## src/rtl/tank_hit_manager.sv

```systemverilog
// Target-side hit handling for one tank: detects enemy rocket strikes, sequences
// explosion -> respawn -> invulnerability, and tracks the remaining lives.
module tank_hit_manager #(
   parameter int INIT_LIVES        = 3,
   parameter int EXPLODE_FRAMES    = 24,
   parameter int FRAMES_PER_SPRITE = 3,
   parameter int RESPAWN_FRAMES    = 30,
   parameter int INVULN_FRAMES     = 60,
   parameter int BLINK_FRAMES      = 4
) (
   input  logic       clk,
   input  logic       resetN,
   input  logic       startOfFrame,
   input  logic       rocket_enable,
   input  logic       rocket_tank_collision,
   input  logic       new_game,
   output logic       tank_death,
   output logic       rocket_absorb,
   output logic       respawn,
   output logic       tank_visible,
   output logic       tank_move_en,
   output logic       explosion_enable,
   output logic [2:0] explosion_frame,
   output logic [2:0] lives,
   output logic       game_over
);

   localparam int CNT_MAX_A = (EXPLODE_FRAMES > RESPAWN_FRAMES) ? EXPLODE_FRAMES : RESPAWN_FRAMES;
   localparam int CNT_MAX   = (CNT_MAX_A > INVULN_FRAMES) ? CNT_MAX_A : INVULN_FRAMES;
   localparam int CW        = (CNT_MAX < 8) ? 3 : $clog2(CNT_MAX + 1);
   localparam int BLINK_BIT = $clog2(BLINK_FRAMES);

   localparam logic [CW-1:0] CNT_ZERO   = {CW{1'b0}};
   localparam logic [CW-1:0] CNT_ONE    = CW'(1);
   localparam logic [CW-1:0] EXP_LAST   = CW'(EXPLODE_FRAMES - 1);
   localparam logic [CW-1:0] RSP_LAST   = CW'(RESPAWN_FRAMES - 1);
   localparam logic [CW-1:0] INV_LAST   = CW'(INVULN_FRAMES - 1);
   localparam logic [CW-1:0] SPRITE_DIV = CW'(FRAMES_PER_SPRITE);
   localparam logic [CW-1:0] SPRITE_MAX = CW'(7);
   localparam logic [2:0]    LIVES_INIT = 3'(INIT_LIVES);

   typedef enum logic [2:0] {
      ST_ALIVE     = 3'd0,
      ST_EXPLODE   = 3'd1,
      ST_RESPAWN   = 3'd2,
      ST_INVULN    = 3'd3,
      ST_GAME_OVER = 3'd4
   } state_t;

   state_t        r_state, w_state_n;
   logic [CW-1:0] r_cnt, w_cnt_n, w_cnt_inc, w_sprite;
   logic [2:0]    r_lives, w_lives_n;
   logic          r_armed, w_armed_n;
   logic          w_strike;
   logic          w_death_n, w_absorb_n, w_respawn_n;
   logic          w_visible_n, w_move_n, w_expl_en_n, w_game_over_n;
   logic [2:0]    w_expl_frame_n;
   logic          r_death, r_absorb, r_respawn, r_visible, r_move, r_expl_en, r_game_over;
   logic [2:0]    r_expl_frame;

   assign w_strike  = rocket_tank_collision & rocket_enable & r_armed;
   assign w_cnt_inc = r_cnt + CNT_ONE;
   assign w_sprite  = w_cnt_n / SPRITE_DIV;

   // Next-state, frame counter, lives, re-arm and pulse decisions
   always_comb begin
      w_state_n   = r_state;
      w_cnt_n     = r_cnt;
      w_lives_n   = r_lives;
      w_armed_n   = r_armed;
      w_death_n   = 1'b0;
      w_absorb_n  = 1'b0;
      w_respawn_n = 1'b0;
      if (!rocket_enable) begin
         w_armed_n = 1'b1;
      end else begin
         w_armed_n = r_armed;
      end
      if (new_game) begin
         w_state_n = ST_ALIVE;
         w_cnt_n   = CNT_ZERO;
         w_lives_n = LIVES_INIT;
         w_armed_n = 1'b1;
      end else begin
         case (r_state)
            ST_ALIVE: begin
               // a strike wins over a coincident frame pulse; ALIVE has no frame count
               if (w_strike) begin
                  w_state_n  = ST_EXPLODE;
                  w_cnt_n    = CNT_ZERO;
                  w_lives_n  = (r_lives == 3'd0) ? 3'd0 : (r_lives - 3'd1);
                  w_armed_n  = 1'b0;
                  w_death_n  = 1'b1;
                  w_absorb_n = 1'b1;
               end else begin
                  w_state_n = ST_ALIVE;
               end
            end
            ST_EXPLODE: begin
               if (startOfFrame) begin
                  if (r_cnt == EXP_LAST) begin
                     w_cnt_n   = CNT_ZERO;
                     w_state_n = (r_lives == 3'd0) ? ST_GAME_OVER : ST_RESPAWN;
                  end else begin
                     w_cnt_n = w_cnt_inc;
                  end
               end else begin
                  w_cnt_n = r_cnt;
               end
            end
            ST_RESPAWN: begin
               if (startOfFrame) begin
                  if (r_cnt == RSP_LAST) begin
                     w_cnt_n     = CNT_ZERO;
                     w_state_n   = ST_INVULN;
                     w_respawn_n = 1'b1;
                  end else begin
                     w_cnt_n = w_cnt_inc;
                  end
               end else begin
                  w_cnt_n = r_cnt;
               end
            end
            ST_INVULN: begin
               if (w_strike) begin
                  w_armed_n  = 1'b0;
                  w_absorb_n = 1'b1;
               end else begin
                  w_absorb_n = 1'b0;
               end
               if (startOfFrame) begin
                  if (r_cnt == INV_LAST) begin
                     w_cnt_n   = CNT_ZERO;
                     w_state_n = ST_ALIVE;
                  end else begin
                     w_cnt_n = w_cnt_inc;
                  end
               end else begin
                  w_cnt_n = r_cnt;
               end
            end
            ST_GAME_OVER: begin
               w_state_n = ST_GAME_OVER;
            end
            default: begin
               w_state_n = ST_ALIVE;
               w_cnt_n   = CNT_ZERO;
            end
         endcase
      end
   end

   // Level outputs derived from the next state so they register in step with it
   always_comb begin
      w_visible_n    = 1'b0;
      w_move_n       = 1'b0;
      w_expl_en_n    = 1'b0;
      w_expl_frame_n = 3'd0;
      w_game_over_n  = 1'b0;
      case (w_state_n)
         ST_ALIVE: begin
            w_visible_n = 1'b1;
            w_move_n    = 1'b1;
         end
         ST_EXPLODE: begin
            w_expl_en_n = 1'b1;
            if (w_sprite > SPRITE_MAX) begin
               w_expl_frame_n = 3'd7;
            end else begin
               w_expl_frame_n = w_sprite[2:0];
            end
         end
         ST_RESPAWN: begin
            w_visible_n = 1'b0;
         end
         ST_INVULN: begin
            w_move_n    = 1'b1;
            w_visible_n = ~w_cnt_n[BLINK_BIT];
         end
         ST_GAME_OVER: begin
            w_game_over_n = 1'b1;
         end
         default: begin
            w_visible_n = 1'b0;
         end
      endcase
   end

   // Core state registers
   always_ff @(posedge clk or negedge resetN) begin
      if (!resetN) begin
         r_state <= ST_ALIVE;
         r_cnt   <= CNT_ZERO;
         r_lives <= LIVES_INIT;
         r_armed <= 1'b1;
      end else begin
         r_state <= w_state_n;
         r_cnt   <= w_cnt_n;
         r_lives <= w_lives_n;
         r_armed <= w_armed_n;
      end
   end

   // Registered outputs
   always_ff @(posedge clk or negedge resetN) begin
      if (!resetN) begin
         r_death      <= 1'b0;
         r_absorb     <= 1'b0;
         r_respawn    <= 1'b0;
         r_visible    <= 1'b1;
         r_move       <= 1'b1;
         r_expl_en    <= 1'b0;
         r_expl_frame <= 3'd0;
         r_game_over  <= 1'b0;
      end else begin
         r_death      <= w_death_n;
         r_absorb     <= w_absorb_n;
         r_respawn    <= w_respawn_n;
         r_visible    <= w_visible_n;
         r_move       <= w_move_n;
         r_expl_en    <= w_expl_en_n;
         r_expl_frame <= w_expl_frame_n;
         r_game_over  <= w_game_over_n;
      end
   end

   assign tank_death       = r_death;
   assign rocket_absorb    = r_absorb;
   assign respawn          = r_respawn;
   assign tank_visible     = r_visible;
   assign tank_move_en     = r_move;
   assign explosion_enable = r_expl_en;
   assign explosion_frame  = r_expl_frame;
   assign lives            = r_lives;
   assign game_over        = r_game_over;

endmodule

```

## config.mk

```make
export PLATFORM = sky130hd
export DESIGN_NAME = tank_hit_manager
export DESIGN_NICKNAME = d
export VERILOG_FILES = /design/src/rtl/tank_hit_manager.sv
export SDC_FILE = /design/constraint.sdc
export NUM_CORES = 1
export LEC_CHECK = 0
export BUFFER_PORTS_ARGS = -buffer_cell sky130_fd_sc_hd__buf_2
export CELL_PAD_IN_SITES_DETAIL_PLACEMENT = 0
export CELL_PAD_IN_SITES_GLOBAL_PLACEMENT = 2
export CORE_ASPECT_RATIO = 1.1
export CORE_MARGIN = 5
export CORE_UTILIZATION = 38
export DETAILED_ROUTE_END_ITERATION = 6
export PLACE_DENSITY_LB_ADDON = 0.15
export SLEW_MARGIN = 20
export SYNTH_ARGS = -nofsm -noshare
export SYNTH_HDL_FRONTEND = slang
export SYNTH_SLANG_ARGS = --single-unit
```

## constraint.sdc

```tcl
create_clock -name clk -period 9.77 [get_ports clk]
set_clock_uncertainty 0.2 [all_clocks]
set_input_delay 1.954 -clock clk [delete_from_list [all_inputs] [get_ports clk]]
set_output_delay 1.954 -clock clk [all_outputs]
set_load 0.05 [all_outputs]
```

### Yosys cells after proc, flatten, opt, wreduce, memory -nomap -nowiden

Index checks and enable logic that the tools add are counted.

| word-level totals | value |
|---|---|
| flip-flop bits (word level) | 23 |
| input port bits | 6 |
| word-level logic and storage cells | 79 |

| operators by class | value |
|---|---|
| add/sub/neg operators | 2 |
| divide/modulo/power cells | 1 |
| order comparisons | 1 |
| equality and inequality tests | 10 |
| muxes and demuxes | 42 |
| bitwise logic cells | 3 |
| reductions and logical operators | 8 |

Operators by type and width:

| operator | number |
|---|---|
| 6-bit two-way mux | 8 |
| 3-bit two-way mux | 14 |
| 6-bit one-hot mux with 5 select lines | 1 |
| 1-bit two-way mux | 17 |
| 3-bit one-hot mux with 5 select lines | 1 |
| 6-bit by 5-bit == test with 1-bit output, second input constant | 2 |
| 3-bit by 2-bit == test with 1-bit output, second input constant | 3 |
| 3-bit zero test | 3 |
| 6-bit by 1-bit adder with 6-bit output, second input constant | 1 |
| 6-bit by 2-bit divider with 6-bit output, second input constant | 1 |
| 3-bit by 1-bit == test with 1-bit output, second input constant | 2 |
| 3-bit == test, second input constant | 2 |
| 6-bit == test, second input constant | 1 |
| 6-bit by 3-bit greater-than comparator with 1-bit output, second input constant | 1 |
| 2-bit nonzero test | 2 |
| 2-bit OR reduction | 2 |
| 3-bit by 1-bit subtractor with 3-bit output, second input constant | 1 |
| 1-bit AND | 2 |
| 1-bit one-hot mux with 2 select lines | 1 |
| 2-bit AND reduction | 1 |
| 1-bit NOT | 1 |

### Longest topological paths before layout

| depth | value |
|---|---|
| depth after elaboration | 9 |
| gate-level depth with buffers | 16 |
| depth with buffers taken out | 16 |

### Least setup slack after synthesis

Ideal clock, no wire load.

| timing path | value |
|---|---|
| kind | input-to-reg |
| start | input rocket_enable |
| end | register r_expl_frame[0], in the netlist explosion_frame[0] |
| setup time | 135 ps |
| data arrival time | 4,666 ps |
| required time | 9,435 ps |
| slack | 4,769 ps |
| stages on the path | 14 |
| path buffers | 0 |
| path through | nand4b_1 > o21a_4 > a21o_4 > a221oi_4 > nor3_2 > or3b_1 > and3_4 > nor3_1 > ha_1 > nand3_1 > nor4b_1 > o21a_1 > nor4b_1 > a31oi_1 |

| between the ends | value |
|---|---|
| longest elaborated chain between the ends | 9 |
| elaborated cells on any way between the ends | 13 |
| those cells by class | div: 1; order compare: 1; eq/ne: 1; mux: 8; bitwise: 2 |

Ends and longest elaborated chain:

| item | RTL line | text |
|---|---|---|
| start: declaration | 14 | `input logic rocket_enable,` |
| 1-bit AND * (2 in a row) | 61 | `assign w_strike = rocket_tank_collision & rocket_enable & r_armed;` |
| 6-bit two-way mux | 88 | `if (w_strike) begin` |
| 6-bit one-hot mux with 5 select lines | 85 | `case (r_state)` |
| 6-bit two-way mux | 79 | `if (new_game) begin` |
| 6-bit by 2-bit divider with 6-bit output | 63 | `assign w_sprite = w_cnt_n / SPRITE_DIV;` |
| 6-bit by 3-bit greater-than comparator with 1-bit output | 167 | `if (w_sprite > SPRITE_MAX) begin` |
| 3-bit two-way mux | 167 |  |
| 3-bit two-way mux * | 160 | `case (w_state_n)` |
| net w_expl_frame_n[0] | 57 | `logic [2:0] w_expl_frame_n;` |
| end signal: assignment | 222 | `r_expl_frame <= w_expl_frame_n;` |
| end: declaration | 59 | `logic [2:0] r_expl_frame;` |

The timed path passes the listed nets; every way through them passes the cells marked *.
A chain may end at the register's enable or synchronous reset.

### Worst setup path after layout

Ends and elaborated chain as after synthesis.

==> impl_metrics.yaml <==
route:
  viasPerCell: 6.00
  drtAntennaViolNets: 0
  wire_per_inst_um: 17.1
  vias: 1446
  drc: 0
  initialDrtViolationCount: 62
  drt_pass1_iterations: 4
  postRouteWirelength_um: 4120
worst_setup_path:
  crit_required_ns: 9.71
  worst_path_largest_cell_delay_ns: 0.49
  r2r-end: "explosion_frame[0]"
  critPathLaunchType: "input port"
  cp_slowest_cell: "a221oi_4"
  r2r_slack_ns: 5.66
  critPathMaxFanout: 9
  cp_common_cell: "nor4b_1"
  crit_type: "input port to flop"
  reg2reg_from: "r_state[1]"
  r2r_cells: 14
  cp_top_family: "simple AND/OR/NAND/NOR gates"
  arrival_ns: 5.11
  path_cells: "buf_2 -> nand4b_1 -> o21a_4 -> a21o_4 -> a221oi_4 -> nor3_2 -> or3b_1 -> and3_4 -> nor3_1 -> ha_1 -> nand3_1 -> nor4b_1 -> o21a_1 -> nor4b_1 -> a31oi_1"
  cp-end-kind: "flop"
  critPathBufInv: 1
synth:
  synth_area_um2: 1580
  syn-instance-count: 175
  synth_common_cells: "nor2_1 (22), dfrtp_1 (18), nand2_1 (12), a21oi_1 (11), nand3_1 (8)"
  ys_warn_count: 0
  synth_flop_cell: "dfrtp_1"
  yosysMostFrequentCell: "nor2_1"
  synth-edff-count: 0
  yosys.area.top_type: "dfrtp_1"
  synthArstFlopShare_pct: 100
  synth_cell_type_count: 60
  ys_seq_area_share_pct: 36.9
  postSynthAreaPerCell_um2: 9.00
  synth_area_leaders: "dfrtp_1 (29%), dfstp_2 (8.3%), nor2_1 (5.2%), a21oi_1 (3.5%), ha_1 (3.2%)"
  synthesis.nets: 185
  ys_ff_latch: 23
  synth_top_area_share_pct: 28.6
final_layout:
  drive_above_1_share_pct: 23.3
  syn_to_final_growth_pct: 9.85
  finalNetCount: 200
  num_antenna_cells: 0
hold_path:
  min_to: "r_armed"
  min_from: "r_armed"
  min_path_cells: 2
  min_path_type: "flop to flop"
timing:
  worst_pin_slew_ns: 0.741
  max_freq_ghz: 0.193
  setup_tns_ns: 0
  holdWs_ns: 0.350
  max_slew_margin_pct: 50.4
  period_needed_ns: 5.17
  rsz0062_at_grt: "no"
  setup_viol: 0
  drv_slew: 0
  finalCritPeriodShare_pct: 52.9
  hold_viol: 0
clock_tree:
  cts_made_buffers: 3
  path_clk_slew_ns: 0.09
  clock_latency_ns: 0.26
  clockRootBuffer: "clkbuf_8"
  cts.repair.resized: 0
  postCtsHoldBufs: 0
  cts_setup_buffers: 0
  cts_sinks: 23
  htreeDepth: 1
  clk_path_buf_depth: 2
  cts_tree: "built"
power:
  power_density_nw_per_um2: 108
  vdd_drop_max_v: 0.0000474
  p_leak_nw: 0.739
  total_power_mw: 0.187
global_routing:
  grt_overflow: 0
  grt_max_degree: 24
  antenna_found_initial: 0
  grt_pass1_vias: 1360
  grt_pass1_wl_um: 6830
  grt_usage_pct: 15.3
die:
  dieArea_um2: 5530
  io_pins: 19
  start_util_pct: 39.4
  dieWidth_um: 71.4
  core-area_um2: 3990
  row_count: 24
  dieHeight_um: 77.5
placed_design:
  hpwl_um: 3130
  port_buffers: 18
  gp_congestion: 0.850
flow_run:
  maxCapViolations: 0
outcome:
  status: "completed"
-- logic make-up after synthesis --
| kind of cell | Yosys count | synth area share (%) |
|---|---|---|
| DFF | 23 | 36.9 |
| and+or+nand+nor | 81 | 28.9 |
| adders and majority gates | 4 | 3.18 |
| AOI/OAI and AO/OA | 52 | 26.0 |
| buffers and inverters | 14 | 4.37 |
| muxes | 1 | 0.635 |
-- layout by cell type, fill, tap and decap left out, types with 2 or more instances in the layout --
cell type	n
ha_1	4
o22ai_1	3
nor3_1	7
and3_1	2
o21a_1	2
nor3_2	2
nor4b_1	4
o21ai_0	7
inv_1	6
nand2_1	12
o311ai_0	2
clkbuf_8	3
nand3_1	8
a211oi_1	2
nor2_1	22
or3_1	3
nand4b_1	2
o32ai_1	2
dfrtp_1	18
o31a_1	2
nor4_1	2
a31oi_1	3
dfstp_2	5
nor3b_1	3
buf_2	18
a21oi_1	11
-- metal layers --
metal / global-route usage, % / share of wire (%) / routed length, µm
met5: 0 / 0 / 0
met4: 5.26 / 3.0 / 125
met3: 2.07 / 3.9 / 160
met2: 27.6 / 52 / 2140
met1: 18.4 / 41 / 1690
-- registers in the layout, indices dropped and copies added (netlist names) --
signal and count:
r_armed 1, explosion_enable 1, game_over 1, lives 3
r_cnt 6, tank_death 1, explosion_frame 3, rocket_absorb 1
r_state 3, tank_move_en 1, respawn 1, tank_visible 1
-- power by group --
part           total [mW]  internal, mW  switching, mW
Sequential          0.100        0.0985        0.00188
Clock              0.0604        0.0284         0.0319
Combinational      0.0262       0.00739         0.0188
-- through the flow --
stage               std cells  util, %  setup WS [ns]  area, µm²
floorplan                 175        -           4.77       1580
global placement          237     42.2           4.40       1680
detailed placement        237     42.2           4.33       1680
CTS                       241     43.3           4.61       1730
global route              241     43.3           4.40       1730
finish                    241     43.3           4.60       1730
-- worst reg2reg max path, stage by stage, from the launching register on --
cell	delay, ns
dfrtp_1	0.54
or2_1	0.38
o21a_4	0.28
a21o_4	0.20
a221oi_4	0.49
nor3_2	0.14
or3b_1	0.37
and3_4	0.19
nor3_1	0.13
ha_1	0.29
nand3_1	0.10
nor4b_1	0.08
o21a_1	0.21
nor4b_1	0.28
a31oi_1	0.12
-- how the worst max path moves through the flow --
| stage | startpoint | end | depth (start not counted) |
|---|---|---|---|
| after CTS | rocket_enable | explosion_frame[0] | 15 |
| after global placement | rocket_enable | explosion_frame[0] | 15 |
| after global routing | rocket_enable | explosion_frame[0] | 15 |
| after floorplan | rocket_enable | explosion_frame[0] | 14 |
| final | rocket_enable | explosion_frame[0] | 15 |
| after detailed placement | rocket_enable | explosion_frame[0] | 15 |
-- cell type report --
cell class | count | area, µm²
clock inverters | 1 | 5.00
clock buffers | 3 | 41.3
fillers | 411 | 2260
flip-flops and latches | 23 | 582
repair buffers | 18 | 90.1
multi-input cells | 138 | 925
well taps | 52 | 65.1
inverters | 6 | 22.5
Power figures use the tool's default switching activity.
